## src/rtl/bp_cfg_loader.sv

```systemverilog
// Boot-time configuration sequencer: freezes each core, streams its init-table entries onto
// the cfg bus, then unfreezes every core and reports done.
module bp_cfg_loader #(
  parameter int num_core_p       = 1,
  parameter int num_entries_p    = 4,
  parameter int cfg_core_width_p = 8,
  parameter int cfg_addr_width_p = 16,
  parameter int cfg_data_width_p = 32,
  parameter logic [cfg_addr_width_p-1:0] freeze_addr_p = 'h0001,
  localparam int rom_addr_width_lp = (num_core_p * num_entries_p > 1)
                                   ? $clog2(num_core_p * num_entries_p) : 1
) (
  input  logic                                       clk_i,
  input  logic                                       reset_i,
  input  logic                                       start_i,
  output logic [rom_addr_width_lp-1:0]               rom_addr_o,
  input  logic [cfg_addr_width_p+cfg_data_width_p-1:0] rom_data_i,
  output logic                                       cfg_v_o,
  output logic [cfg_core_width_p-1:0]                cfg_core_o,
  output logic [cfg_addr_width_p-1:0]                cfg_addr_o,
  output logic [cfg_data_width_p-1:0]                cfg_data_o,
  input  logic                                       cfg_ready_i,
  output logic                                       busy_o,
  output logic                                       done_o
);

  localparam int ccw_lp = (num_core_p > 1) ? $clog2(num_core_p) : 1;
  localparam int ecw_lp = (num_entries_p > 1) ? $clog2(num_entries_p) : 1;
  localparam logic [ccw_lp-1:0] last_core_lp  = ccw_lp'(num_core_p - 1);
  localparam logic [ecw_lp-1:0] last_entry_lp = ecw_lp'(num_entries_p - 1);
  localparam logic [ccw_lp-1:0] core_one_lp   = ccw_lp'(1);
  localparam logic [ecw_lp-1:0] entry_one_lp  = ecw_lp'(1);
  localparam bit core_id_fits_lp = (64'(num_core_p) <= (64'd1 << cfg_core_width_p));

  typedef enum logic [2:0] {IDLE, FREEZE, LOAD, UNFREEZE, DONE} state_e;

  state_e                        state_r, state_n;
  logic [ccw_lp-1:0]             core_cnt_r, core_cnt_n;
  logic [ecw_lp-1:0]             entry_cnt_r, entry_cnt_n;
  logic                          cfg_v_r;
  logic                          done_r;
  logic [rom_addr_width_lp-1:0]  rom_addr_r;
  logic [cfg_core_width_p-1:0]   core_r;
  logic                          freeze_set_r;
  logic                          xfer;

  function automatic logic [rom_addr_width_lp-1:0] rom_index(
    input logic [ccw_lp-1:0] core,
    input logic [ecw_lp-1:0] entry
  );
    return rom_addr_width_lp'(core) * rom_addr_width_lp'(num_entries_p)
         + rom_addr_width_lp'(entry);
  endfunction

  function automatic logic is_active(input state_e s);
    return (s == FREEZE) || (s == LOAD) || (s == UNFREEZE);
  endfunction

  assign xfer = cfg_v_r & cfg_ready_i;

  // Next-state logic; nothing advances without a bus transfer, which keeps stalls stable.
  always_comb begin
    state_n     = state_r;
    core_cnt_n  = core_cnt_r;
    entry_cnt_n = entry_cnt_r;
    case (state_r)
      IDLE, DONE: begin
        if (start_i) begin
          state_n     = FREEZE;
          core_cnt_n  = '0;
          entry_cnt_n = '0;
        end
      end
      FREEZE: begin
        if (xfer) begin
          state_n     = LOAD;
          entry_cnt_n = '0;
        end
      end
      LOAD: begin
        if (xfer) begin
          if (entry_cnt_r != last_entry_lp) begin
            entry_cnt_n = entry_cnt_r + entry_one_lp;
          end else if (core_cnt_r != last_core_lp) begin
            core_cnt_n  = core_cnt_r + core_one_lp;
            entry_cnt_n = '0;
            state_n     = FREEZE;
          end else begin
            core_cnt_n  = '0;
            entry_cnt_n = '0;
            state_n     = UNFREEZE;
          end
        end
      end
      UNFREEZE: begin
        if (xfer) begin
          if (core_cnt_r != last_core_lp) begin
            core_cnt_n = core_cnt_r + core_one_lp;
          end else begin
            core_cnt_n = '0;
            state_n    = DONE;
          end
        end
      end
      default: state_n = IDLE;
    endcase
  end

  // Control registers: outputs are registered from the next state so they line up with it.
  always_ff @(posedge clk_i) begin
    if (reset_i) begin
      state_r     <= IDLE;
      core_cnt_r  <= '0;
      entry_cnt_r <= '0;
      cfg_v_r     <= 1'b0;
      done_r      <= 1'b0;
      rom_addr_r  <= '0;
    end else begin
      state_r     <= state_n;
      core_cnt_r  <= core_cnt_n;
      entry_cnt_r <= entry_cnt_n;
      cfg_v_r     <= is_active(state_n);
      done_r      <= (state_n == DONE);
      rom_addr_r  <= (state_n == LOAD) ? rom_index(core_cnt_n, entry_cnt_n) : '0;
    end
  end

  // Payload registers carry no reset; the output gating below keeps the bus X-free when idle.
  always_ff @(posedge clk_i) begin
    core_r       <= cfg_core_width_p'(core_cnt_n);
    freeze_set_r <= (state_n == FREEZE);
  end

  assign cfg_v_o    = cfg_v_r;
  assign busy_o     = cfg_v_r;
  assign done_o     = done_r;
  assign rom_addr_o = rom_addr_r;
  assign cfg_core_o = cfg_v_r ? core_r : '0;

  always_comb begin
    cfg_addr_o = '0;
    cfg_data_o = '0;
    if (cfg_v_r && (state_r == LOAD)) begin
      {cfg_addr_o, cfg_data_o} = rom_data_i;
    end else if (cfg_v_r) begin
      cfg_addr_o = freeze_addr_p;
      cfg_data_o = cfg_data_width_p'(freeze_set_r);
    end
  end

  // The core id is zero-extended, so every core index must fit in the id field.
  assert property (@(posedge clk_i) core_id_fits_lp);

  assert property (@(posedge clk_i) disable iff (reset_i)
    (cfg_v_o && !cfg_ready_i) |=> (cfg_v_o && $stable(cfg_core_o) && $stable(cfg_addr_o)
                                   && $stable(cfg_data_o) && $stable(rom_addr_o)));

endmodule

```

## config.mk

```make
export PLATFORM = sky130hd
export DESIGN_NAME = bp_cfg_loader
export DESIGN_NICKNAME = d
export VERILOG_FILES = /design/src/rtl/bp_cfg_loader.sv
export SDC_FILE = /design/constraint.sdc
export NUM_CORES = 1
export LEC_CHECK = 0
export BUFFER_PORTS_ARGS = -buffer_cell sky130_fd_sc_hd__buf_2
export CORE_MARGIN = 3
export CORE_UTILIZATION = 33
export CTS_CLUSTER_DIAMETER = 200
export CTS_CLUSTER_SIZE = 24
export DETAILED_ROUTE_END_ITERATION = 8
export GPL_TIMING_DRIVEN = 0
export PLACE_DENSITY = 0.91
export SYNTH_ARGS = -nofsm -noshare
export SYNTH_HDL_FRONTEND = slang
export SYNTH_SLANG_ARGS = --single-unit
```

## constraint.sdc

```tcl
create_clock -name clk_i -period 1.7 [get_ports clk_i]
set_input_delay 0.17 -clock clk_i [delete_from_list [all_inputs] [get_ports clk_i]]
set_output_delay 0.17 -clock clk_i [all_outputs]
set_load 0.01 [all_outputs]
```

* Word level (Yosys, flattened, before mapping)
Cells that the tools add are included.
** Word-level totals
- Flip-flop bits (word level) :: 12
- Bits of input ports :: 52
- Word-level logic and storage cells :: 51
** Operators by class
- Add/subtract/negate cells :: 2
- Equal/unequal tests :: 9
- Multiplexer cells :: 24
- Bitwise operators :: 2
- Reduce and logical (&&, ||, !) cells :: 6
** Operators with widths (count)
- 32-bit two-way mux :: 1
- 3-bit two-way mux :: 6
- 16-bit two-way mux :: 1
- 3-bit by 2-bit equality test with 1-bit output (second input constant) :: 4
- 3-bit one-hot mux with 4 select lines :: 1
- 2-bit two-way mux :: 5
- 1-bit two-way mux :: 8
- 3-bit by 1-bit equality test with 1-bit output (second input constant) :: 2
- 3-bit equality test (second input constant) :: 2
- 2-bit one-hot mux with 3 select lines :: 1
- 2-bit OR reduction :: 2
- 3-bit zero test :: 1
- 1-bit one-hot mux with 3 select lines :: 1
- 2-bit by 1-bit adder with 2-bit output (second input constant) :: 1
- 1-bit logical OR :: 2
- 2-bit != test (second input constant) :: 1
- 1-bit adder (second input constant) :: 1
- 1-bit bitwise AND :: 1
- 1-bit logical AND :: 1
- 1-bit NOT :: 1

* Depth between registers and ports, before layout
- Depth in word-level cells :: 7
- Mapped depth :: 5
- Depth with buffers taken out :: 5

* Least setup slack after synthesis
Ideal clock, no wire load.
- Path kind :: register to register
- Start :: register state_r[1]
- End :: register rom_addr_r[1], in the netlist rom_addr_o[1]
- Library setup time :: 0.124 ns
- Arrival :: 1.367 ns
- Setup slack :: 0.209 ns
- Cell stages (with the launch flop) :: 6
- Path buffers :: 1
- Period minus slack after synthesis :: 1.491 ns
- Path through :: dfxtp_1 buf_6 or4b_2 o21ai_2 or4b_4 nor3b_2
** Between the ends
- Word-level cells in the longest chain between the ends :: 6
** RTL lines
- from (decl) :: RTL line 37 : state_e state_r, state_n;
- from (signal assigned) :: RTL line 119 : state_r <= state_n;
- 3-bit equality test (tied with other cells) :: RTL line 66 : case (state_r)
- 2-bit OR reduction (tied with other cells) :: RTL line 66
- 3-bit one-hot mux with 4 select lines :: RTL line 66
- 3-bit by 2-bit equality test with 1-bit output :: RTL line 124 : rom_addr_r <= (state_n == LOAD) ? rom_index(core_cnt_n, entry_cnt_n) : '0;
- 1-bit NOT (no source line)
- 2-bit OR reduction (no source line)
- to (signal assigned) :: RTL line 124
- to (decl) :: RTL line 42 : logic [rom_addr_width_lp-1:0] rom_addr_r;
Parallel ways exist; a longest one is shown, timed or not.
A chain may end at the register's enable or synchronous reset.

* Final worst setup path
- Start :: register state_r[0]
- End :: output cfg_addr_o[0]
** Between the ends
- Word-level cells in the longest chain between the ends :: 3
** RTL lines
- 3-bit by 2-bit equality test with 1-bit output :: RTL line 143 : if (cfg_v_r && (state_r == LOAD)) begin
- 1-bit logical AND :: RTL line 143
- 16-bit two-way mux :: RTL line 143
- to (decl) :: RTL line 20 : output logic [cfg_addr_width_p-1:0] cfg_addr_o,
No other way between the ends.

==> summary.md <==
| Metric | Value |
|---|---|
| Status | `complete, no violations` |
| Hold_sp | `reset_i` |
| Gr usage total | `0.1647` |
| Internal | `0.5247 mW` |
| Seq cells post-synth | `12` |
| DR pass1 iterations | `4` |
| Core Footprint | `0.002781 mm2` |
| Comb pwr share | `0.376` |
| Place WS | `0.01541 ns` |
| Final hold vios | `0` |
| Fin crit share | `0.9796` |
| Cell variety after synth | `37` |
| Nets@finish | `300` |
| Util after Layout | `0.6140` |
| Initial antenna violation count | `0` |
| Pwr Total | `0.7631 mW` |
| Min setup slack post-route | `0.03474 ns` |
| Diode count | `0` |
| Initial core utilization | `0.3513` |
| Final WL | `3549 um` |
| Number of global-route vias before repair | `1030` |
| Post-Syn Area per Cell | `7.755 um2` |
| Placed cells | `268` |
| Power density over cell area | `446.8 mW/mm2` |
| P&R area growth vs syn | `74.78%` |
| Remaining antenna violation count | `0` |
| Row cnt | `19` |
| Sequential cell area fraction in the yosys report | `0.2458` |
| Starting DRT DRC Count | `56` |
| CTS tree | `built` |
| Slowest cell on the critical path | `or3b_4` |
| Share of layout cells above drive strength 1 | `0.5755` |
| Clock share of power | `0.226` |
| Crit path from | `state_r[0]` |
| Die width | `60.42 um` |
| Clock root cell | `clkbuf_4` |
| DR vias | `1324` |
| Worst r2r src | `state_r[1]` |
| Post-synth top area share | `0.3009` |
| Leakage | `1.166 nW` |
| Cell-by-cell trace of the critical path | `buf_6, or3b_4, o21a_1, buf_2` |
| CTS Buf Count | `3` |
| Die H | `60.42 um` |
| Design area | `0.001708 mm2` |
| Max rail drop VDD | `0.0004375 V` |
| Die area | `0.003650 mm2` |
| Clock Skews | `0.003962 ns` |
| IO Pins | `113` |
| YS warnings | `0` |
| Mapped Area | `977.2 um2` |
| CP arrival | `1.50 ns` |
| GPL Wtd Cong | `0.7378` |
| Clock Path Buffers | `2` |
| Setup crit end kind | `primary output` |
| Fin cells | `276` |
| Worst Hold Class | `in2reg` |
| Sink Count | `12` |
| Routed len/inst | `12.86 um` |
| Largest net degree at the start of global routing | `11` |
| DP Wirelength | `2830 um` |
| CTS HTree Levels | `1` |
| Yosys top cell by area | `and3_1` |
| First-pass GRT wire length | `4519 um` |
| FMAX | `0.6005 GHz` |
| Hold depth | `2` |
| WS Path Type | `reg2out` |
| Minimum clock period after layout | `1.665 ns` |
| Port Buffers | `105` |
| Ranking of synthesized cells by area | `and3_1, dfxtp_1, buf_4` |
| Crit path max fanout | `10` |
| Largest stage delay, worst path | `0.42 ns` |
| Setup crit start kind | `register` |
| Reg2reg path depth | `7` |
| Data required time of the worst path | `1.53 ns` |
| Post-cts hold buffer count | `0` |
| Max Cap Viol | `0` |
| Clk slew on worst S/H paths | `0.07 ns` |
| Switching power | `0.2384 mW` |
| RSZ-0062 raised after global routing | `yes` |
| Switch share | `0.3124` |
| Clk Latency, worst-skew pair | `0.28 ns` |
| Placed Area | `0.001564 mm2` |
| Final slew viol count | `0` |
| Final setup viols | `0` |
| Flop pwr share | `0.398` |
| Post-route DRC violation count | `0` |
| Gr ovfl total | `0` |
| Synthesized instance count | `126` |
| Vias per inst | `4.797` |
## what timing repair did
item,4_1_cts,5_1_grt
setup endpoints to repair,41,46
pin swaps,0,4
gates cloned,1,0
resized for setup,18,14
buffers inserted,3,1
## cells in the mapped netlist
library cell	number
clkbuf_2	1
dfxtp_1	12
or4b_2	1
nor2b_1	4
nor2_1	7
inv_1	1
nand2_1	4
a31oi_1	2
buf_4	8
or2b_1	1
and3_1	47
buf_2	1
o21bai_1	1
a22o_1	1
a32oi_1	1
conb_1	1
xnor2_1	1
o22ai_1	1
or3b_4	1
buf_6	2
a211oi_1	1
a21oi_1	1
o21ai_2	1
clkbuf_1	9
nor3b_2	2
o211a_1	1
nor4_1	1
nand3b_1	2
and2_1	1
o21a_1	1
or4b_4	1
nand2b_1	1
nor3b_1	1
ha_1	1
nand4b_1	1
or3_1	1
a21boi_0	2
## power by group through the flow
stage                     sequential (mW)  clock [mW]  combinational, mW
final                               0.304       0.172              0.287
after global routing                0.305       0.195              0.316
after CTS                           0.303       0.177              0.277
after detailed placement            0.307           0              0.258
after global placement              0.307           0              0.252
after floorplan                     0.308           0              0.150
## area by class of cell
type | count | area, um2
Clock buffer | 3 | 22.52
Inverter | 1 | 3.754
Multi-Input combinational cell | 98 | 643.1
Tap cell | 31 | 38.79
Fill cell | 260 | 1074
Buffer | 21 | 181.4
Timing Repair Buffer | 110 | 573.1
Sequential cell | 12 | 245.2
## cells in the final DEF, fill, tap and decap left out, drive strengths merged, types with 2 or more instances in the layout
master and n:
buf 126, and3 47, dfxtp 12, clkbuf 8, nor2 7, conb 7, nor2b 4, nand2 4
nor3b 3, nand3b 2, a31oi 2, a21boi 2, or4b 2
## cell families after synthesis
logic type | synth area share
adder cells (fa/ha/maj) | 0.01280
buffers and inverters | 0.1331
AND/OR/NAND/NOR | 0.4955
flip-flops | 0.2458
other | 0.003838
AO/OA/AOI/OAI | 0.09988
XOR/XNOR | 0.008965
## registers in the layout, summed over array words and instances (netlist names)
register	flops
state_r	3
entry_cnt_r	2
rom_addr_o	2
busy_o	1
core_cnt_r	1
core_r	1
done_o	1
freeze_set_r	1
## per-layer routing
| layer | track usage | vias to the layer above | wire length, um |
|---|---|---|---|
| li1 | - | 676 | - |
| met1 | 0.1902 | 581 | 1332 |
| met2 | 0.2917 | 60 | 1795 |
| met3 | 0.03404 | 7 | 355 |
| met4 | 0.07430 | 0 | 65 |
| met5 | 0 | - | 0 |
## worst max-delay path, delay by kind of cell (launching register included)
kind / cells / cell delay, ns
and+or+nand+nor: 1 / 0.42
DFF: 1 / 0.36
buffers and inverters: 2 / 0.27
AOI/OAI and AO/OA: 1 / 0.17
## path summary, 6_finish.rpt
path / slack, ns / end
setup / recovery: 0.03 / cfg_addr_o[0]
hold / removal: 0.17 / state_r[0]
setup reg to reg: 0.06 / rom_addr_o[0]
hold reg to reg: 0.52 / core_r[0]
## through the flow
| step | hold WS (ns) | TNS [ns] |
|---|---|---|
| 4_1_cts | 0.1613 | -0.002049 |
| 6_report | 0.1683 | 0 |
| 3_5_place_dp | 0.4567 | 0 |
| 3_3_place_gp | 0.4651 | 0 |
| 2_1_floorplan | 0.2416 | 0 |
| 5_1_grt | 0.1533 | -0.6794 |
Note: power is estimated with default switching activity, not from simulation.
